`config.mk`:
```
export PLATFORM = sky130hd
export DESIGN_NAME = grf_wr_arbiter_flat
export DESIGN_NICKNAME = d
export VERILOG_FILES = /design/src/rtl/grf_arb_pkg.sv /design/src/rtl/grf_wr_arbiter_if.sv /design/src/rtl/grf_arb_slot.sv /design/src/rtl/grf_wr_arbiter.sv /design/src/flat_wrapper.sv
export SDC_FILE = /design/constraint.sdc
export NUM_CORES = 1
export LEC_CHECK = 0
export CORE_UTILIZATION = 50
export CTS_BUF_LIST = sky130_fd_sc_hd__clkbuf_2 sky130_fd_sc_hd__clkbuf_4 sky130_fd_sc_hd__clkbuf_8
export CTS_CLUSTER_DIAMETER = 80
export CTS_CLUSTER_SIZE = 16
export DETAILED_ROUTE_END_ITERATION = 8
export PLACE_DENSITY = 0.89
export REMOVE_ABC_BUFFERS = 1
export SETUP_SLACK_MARGIN = 0.3
export SLEW_MARGIN = 20
export SYNTH_ARGS = -nofsm -noshare
export SYNTH_HDL_FRONTEND = slang
export SYNTH_SLANG_ARGS = --single-unit
```
`constraint.sdc`:
```
create_clock -name clk -period 3.3 [get_ports clk]
set_clock_uncertainty 0.2 [all_clocks]
set_input_delay 0.825 -clock clk [delete_from_list [all_inputs] [get_ports clk]]
set_output_delay 0.825 -clock clk [all_outputs]
set_load 0.005 [all_outputs]
```
`src/rtl/grf_arb_pkg.sv`:
```
// Shared parameters and the buffered write record for the GRF write-port arbiter.
package grf_arb_pkg;

    localparam int N_REQ = 2;
    localparam int AW    = 5;
    localparam int DW    = 32;

    localparam logic [AW-1:0] REG_ZERO = 5'd0;

    typedef struct packed {
        logic [AW-1:0] addr;
        logic [DW-1:0] data;
        logic [DW-1:0] pc;
    } wr_entry_t;

    // Writes to the hard-wired zero register are accepted but never reach the GRF.
    function automatic logic is_reg_zero(input logic [AW-1:0] addr);
        return addr == REG_ZERO;
    endfunction

endpackage

```
`src/rtl/grf_wr_arbiter_if.sv`:
```
// Requester handshakes and GRF write-port signals of the writeback arbiter.
interface grf_wr_arbiter_if;
    import grf_arb_pkg::*;

    logic [N_REQ-1:0]         req_valid;
    logic [N_REQ-1:0]         req_ready;
    logic [N_REQ-1:0][AW-1:0] req_addr;
    logic [N_REQ-1:0][DW-1:0] req_data;
    logic [N_REQ-1:0][DW-1:0] req_pc;

    logic                     grf_we;
    logic [AW-1:0]            grf_waddr;
    logic [DW-1:0]            grf_wdata;
    logic [DW-1:0]            grf_pc;
    logic [31:0]              pending;

    modport master (
        output req_valid, req_addr, req_data, req_pc,
        input  req_ready, grf_we, grf_waddr, grf_wdata, grf_pc, pending
    );

    modport slave (
        input  req_valid, req_addr, req_data, req_pc,
        output req_ready, grf_we, grf_waddr, grf_wdata, grf_pc, pending
    );

endinterface

```
`src/rtl/grf_arb_slot.sv`:
```
// One-entry writeback buffer for a single requester channel.
module grf_arb_slot
    import grf_arb_pkg::*;
(
    input  logic      clk,
    input  logic      reset,
    input  logic      in_valid,
    input  wr_entry_t in_entry,
    input  logic      grant,
    output logic      full,
    output wr_entry_t entry,
    output logic      ready
);

    logic load;

    // Ready comes only from registered state and the grant, never from in_valid.
    assign ready = reset && (!full || grant);
    assign load  = in_valid && ready && !is_reg_zero(in_entry.addr);

    always_ff @(posedge clk) begin
        if (!reset) begin
            full  <= 1'b0;
            entry <= '0;
        end else if (load) begin
            full  <= 1'b1;
            entry <= in_entry;
        end else if (grant) begin
            full  <= 1'b0;
        end
    end

endmodule

```
`src/rtl/grf_wr_arbiter.sv`:
```
// Round-robin arbiter sharing the GRF write port between two writeback channels.
// Optional pending-write bitmap enabled by defining GRF_WR_ARB_PENDING_EN.
module grf_wr_arbiter
    import grf_arb_pkg::*;
(
    input  logic             clk,
    input  logic             reset,
    grf_wr_arbiter_if.slave  bus
);

    logic      [N_REQ-1:0] full;
    logic      [N_REQ-1:0] grant;
    wr_entry_t             slot_entry [N_REQ];
    wr_entry_t             win_entry;
    logic                  last;

    for (genvar g = 0; g < N_REQ; g++) begin : g_slot
        wr_entry_t in_entry;

        assign in_entry = '{addr: bus.req_addr[g], data: bus.req_data[g], pc: bus.req_pc[g]};

        grf_arb_slot u_slot (
            .clk      (clk),
            .reset    (reset),
            .in_valid (bus.req_valid[g]),
            .in_entry (in_entry),
            .grant    (grant[g]),
            .full     (full[g]),
            .entry    (slot_entry[g]),
            .ready    (bus.req_ready[g])
        );
    end

    // last==1 means ch1 won most recently, so ch0 takes the next contention.
    always_comb begin
        grant = full;
        if (full[0] && full[1]) begin
            grant[0] = last;
            grant[1] = !last;
        end
    end

    assign win_entry = grant[1] ? slot_entry[1] : slot_entry[0];

    always_ff @(posedge clk) begin
        if (!reset) begin
            last          <= 1'b1;
            bus.grf_we    <= 1'b0;
            bus.grf_waddr <= '0;
            bus.grf_wdata <= '0;
            bus.grf_pc    <= '0;
        end else if (|grant) begin
            last          <= grant[1];
            bus.grf_we    <= 1'b1;
            bus.grf_waddr <= win_entry.addr;
            bus.grf_wdata <= win_entry.data;
            bus.grf_pc    <= win_entry.pc;
        end else begin
            bus.grf_we    <= 1'b0;
        end
    end

`ifdef GRF_WR_ARB_PENDING_EN
    logic [31:0] pending_c;

    always_comb begin
        pending_c = '0;
        for (int r = 1; r < 32; r++) begin
            pending_c[r] = (full[0] && slot_entry[0].addr == AW'(r))
                        || (full[1] && slot_entry[1].addr == AW'(r))
                        || (bus.grf_we && bus.grf_waddr == AW'(r));
        end
    end

    assign bus.pending = pending_c;
`else
    assign bus.pending = 32'b0;
`endif

endmodule

```
`src/flat_wrapper.sv`:
```
// flat-port wrapper written by rule: the top's interface ports become plain ports
module grf_wr_arbiter_flat import grf_arb_pkg::*;
  (clk, reset, bus_req_valid, bus_req_addr, bus_req_data, bus_req_pc, bus_req_ready, bus_grf_we, bus_grf_waddr, bus_grf_wdata, bus_grf_pc, bus_pending);
  grf_wr_arbiter_if bus_i ();
  input  logic clk;
  input  logic reset;
  input wire logic [$bits(bus_i.req_valid)-1:0] bus_req_valid;
  input wire logic [$bits(bus_i.req_addr)-1:0] bus_req_addr;
  input wire logic [$bits(bus_i.req_data)-1:0] bus_req_data;
  input wire logic [$bits(bus_i.req_pc)-1:0] bus_req_pc;
  output wire logic [$bits(bus_i.req_ready)-1:0] bus_req_ready;
  output wire logic [$bits(bus_i.grf_we)-1:0] bus_grf_we;
  output wire logic [$bits(bus_i.grf_waddr)-1:0] bus_grf_waddr;
  output wire logic [$bits(bus_i.grf_wdata)-1:0] bus_grf_wdata;
  output wire logic [$bits(bus_i.grf_pc)-1:0] bus_grf_pc;
  output wire logic [$bits(bus_i.pending)-1:0] bus_pending;
  assign bus_i.req_valid = bus_req_valid;
  assign bus_i.req_addr = bus_req_addr;
  assign bus_i.req_data = bus_req_data;
  assign bus_i.req_pc = bus_req_pc;
  assign bus_req_ready = bus_i.req_ready;
  assign bus_grf_we = bus_i.grf_we;
  assign bus_grf_waddr = bus_i.grf_waddr;
  assign bus_grf_wdata = bus_i.grf_wdata;
  assign bus_grf_pc = bus_i.grf_pc;
  assign bus_pending = bus_i.pending;
  grf_wr_arbiter u_core (.clk(clk), .reset(reset), .bus(bus_i));
endmodule
```
==> key figures <==
Status
  • Status: finished, final reports clean

Synthesis
  • Synth area leaders: dfxtp_1 48%, mux2i_1 8.4%, mux2_2 8.0%, o21ai_0 7.7%, nand2_1 6.2%
  • Post-synth EDFFs: 0
  • Fraction of registers with async set/reset: 0%
  • Syn Inst Count: 1,031
  • Synth Area in XOR/XNOR: 0%
  • Cell with the most instances after synthesis: dfxtp_1
  • Synth top cells by count: 211 x dfxtp_1, 146 x nand2_1, 136 x o21ai_0
  • Register area share after synthesis: 47.7%
  • Mapped Area: about 9000 um^2
  • Main combinational cell family by area after synthesis: multiplexers
  • Post-synthesis compound-gate area fraction: 13.0%
  • Post-synth cell types: 25
  • Leading area contributor after synthesis: dfxtp_1
  • Area fraction of the dominant cell type after synthesis: 47.7%
  • Adder-Cell Fraction of Synth Area: 0%
  • Area share of and/or/nand/nor cells after synthesis: 13.2%
  • Synth warn: 0
  • Post-synthesis mux area share: 16.4%
  • Top FF cell, synth: dfxtp_1
  • Syn avg cell area: 8.59 um^2
  • Seq cells post-synth: 211

Detailed routing
  • Vias per cell: roughly 5.5
  • Vias: 7,769
  • Drt pass-1 iters: 5
  • Final WL: 23,700 um
  • Post-route ant nets: 0
  • DRC errors left: 0
  • Avg WL per Cell: roughly 17 um
  • First DRT Iteration DRCs: 533

Pwr
  • Internal: roughly 0.0037 W
  • Pleak: 4.55 nW
  • Combinational share of power: 17.3%
  • Power per cell area: 450 nW/um^2
  • Peak VDD IR: between 0.3 and 0.4 mV
  • Reg power frac: 56.7%
  • Overall power: around 0.005 W
  • Switching Share: 26.4%
  • P_sw: about 0.0013 W
  • Clock network fraction of total power: 26.0%

Setup path
  • Crit-path max cell delay: between 0.4 and 0.5 ns
  • WS Path Type: flop to primary output
  • Reg-to-reg slack, setup: 1.11 ns
  • Cells along the critical path: nand3b_1 -> and2_1 -> clkdlybuf4s50_1
  • Reg2Reg Depth: 4
  • Crit. End Element: primary output
  • Worst setup startpoint: u_core.g_slot[0].u_slot.full$_SDFFE_PN0P_
  • RR Startpoint: u_core.g_slot[1].u_slot.full$_SDFFE_PN0P_
  • Worst Path Required: 2.27 ns
  • Worst setup SP type: flop
  • Critical Path Fanout Max: 13
  • Reg2reg end: u_core.bus.grf_pc[21]$_SDFFE_PN0P_
  • Critical path arrival: 1.80 ns
  • Slowest-stage cell, CP: dfxtp_4

Clock tree
  • Clk_lat worst skew: 0.50 ns
  • CTS tree: yes
  • Root Buffer Master: clkbuf_8
  • Hold-fix buffer count after cts: 0
  • H-tree depth: 1
  • CTS Sinks: 211
  • Max clock buf depth: 3
  • Clock slew at reported path FFs: 0.10 ns
  • Post_cts resized: 0
  • CTS buffer count: 17

Die
  • Initial Util: 51.2%
  • Vert. Die Dim: 135 um
  • Row count: 48
  • # IOs: 246
  • Die X: around 140 um
  • Core area: 17,300 um^2
  • Die Area: approximately 18,000 um^2

Global routing
  • Vias in the first global route: 7,484
  • GRT Util Overall: 25.2%
  • Antenna violations before repair: 0
  • First-pass GRT wire length: 37,000 um
  • Largest net degree at the start of global routing: 111
  • Grt ovf: 0

Timing
  • Max Slew Vio Count: 0
  • Fin crit share: 85.5%
  • Final Hold Fails: 0
  • Worst Tran Pin Value: 1.05 ns
  • Post-layout minimum cycle time: 2.82 ns
  • Final setup viols: 0
  • Slew HR: ~30%
  • Unrepaired setup endpoints after global routing: no
  • Peak Freq: 354 MHz

Place
  • # port buffers: 213
  • GP Congestion: 0.788
  • Area of placed instances: 11,000 um^2
  • DP HPWL: between 15,000 and 20,000 um
  • Post-Place Cells: 1,401

Worst hold path
  • Critical hold path startpoint: u_core.g_slot[1].u_slot.entry[54]$_SDFFE_PN0P_
  • WHS Endpoint: u_core.g_slot[1].u_slot.entry[54]$_SDFFE_PN0P_
  • Hold Crit Class: flop to flop
  • Hold Crit Depth: 2

Job
  • Max-cap violations: 0

Final layout
  • Fill count: 1,393
  • Design area: about 11,000 um^2
  • Diode count: 0
  • Layout area overhead: 27.0%
  • Final core utilization: around 65%
  • Nets@finish: approximately 1,300
  • Non-filler cells, final: 1,422
  • Layout cell share with drive strength beyond 1: 9.27%
## flip-flops by register name, indices dropped and copies added (netlist names)
| name | cells |
|---|---|
| u_core.last | 1 |
| u_core.g_slot.u_slot.entry | 138 |
| u_core.bus.grf_pc | 32 |
| u_core.bus.grf_wdata | 32 |
| u_core.bus.grf_waddr | 5 |
| u_core.bus.grf_we | 1 |
| u_core.g_slot.u_slot.full | 2 |
## cells by family after synthesis
family | Yosys count
buffers and inverters | 185
other | 1
multiplexers | 137
AND/OR/NAND/NOR | 285
AO/OA/AOI/OAI | 212
flip-flops | 211
## worst max-delay path: cells and delay by family (launching register included)
kind	cells	cell delay, ns
simple gates	2	0.36
buf+inv	1	0.44
flops	1	0.49
## power by group through the flow
stage / combinational (W) / sequential (W) / clock (W)
final: 0.000879 / 0.00287 / 0.00132
after global routing: 0.000956 / 0.00289 / 0.00144
after CTS: 0.000875 / 0.00287 / 0.00134
after detailed placement: 0.000870 / 0.00293 / 0
after global placement: 0.000842 / 0.00292 / 0
after floorplan: 0.000401 / 0.00291 / 0
## cell usage in the layout (no fill, tap or decap)
cell / n
clkdlybuf4s50_1: 212
dfxtp_1: 209
nand2_1: 143
o21ai_0: 136
mux2i_1: 74
inv_1: 69
nand3_1: 66
nor2_1: 64
mux2_2: 63
o22ai_1: 63
conb_1: 32
clkbuf_8: 17
buf_4: 15
a21oi_1: 6
o21ai_1: 3
and2_1: 2
nand2_2: 2
a32o_1: 2
a21boi_0: 2
clkbuf_4: 2
buf_6: 2
buf_12: 2
nand3b_1: 1
or4_1: 1
nor2_4: 1
or2_2: 1
nand2_4: 1
and3_2: 1
nor3_1: 1
and2_2: 1
clkinv_8: 1
dfxtp_4: 1
dfxtp_2: 1
## metrics by stage
stage               setup slack (ns)  setup TNS (ns)  hold WS (ns)
floorplan                      -2.94         -381.32         0.228
global placement               0.380               0         0.240
detailed placement             0.288               0         0.248
CTS                            0.320               0         0.263
global route                   0.383               0         0.274
finish                         0.479               0         0.266
## metal layers
| metal | share of wire (%) | global-route usage, % | vias up |
|---|---|---|---|
| li1 | - | - | 3721 |
| met3 | 6.8 | 3.83 | 30 |
| met5 | 0 | 0 | - |
| met4 | 1.7 | 5.74 | 0 |
| met2 | 48 | 43.4 | 305 |
| met1 | 44 | 33.1 | 3713 |
## worst max-delay path by stage
stage | to | slack (ns)
finish | bus_req_ready[0] | 0.48
global route | bus_req_ready[1] | 0.38
CTS | bus_req_ready[0] | 0.32
detailed placement | u_core.g_slot[1].u_slot.entry[16]$_SDFFE_PN0P_ | 0.29
global placement | u_core.g_slot[1].u_slot.entry[1]$_SDFFE_PN0P_ | 0.38
floorplan | u_core.g_slot[1].u_slot.entry[0]$_SDFFE_PN0P_ | -2.94
## repair_timing
action | CTS | global route
setup buffers | 0 | 1
endpoints found under the setup margin | 0 | 2
endpoints found under the hold margin | 0 | 0
## cell type report
cell class	count	area, um^2	area share, %
clock inverter	1	16.3	0.145
clock buffer	19	249	2.21
inverter	69	259	2.30
sequential	211	4230	37.6
multi-input combinational	666	3920	34.8
tap	225	282	2.50
timing repair buffer	231	2300	20.4
Power figures use the tool's default switching activity.
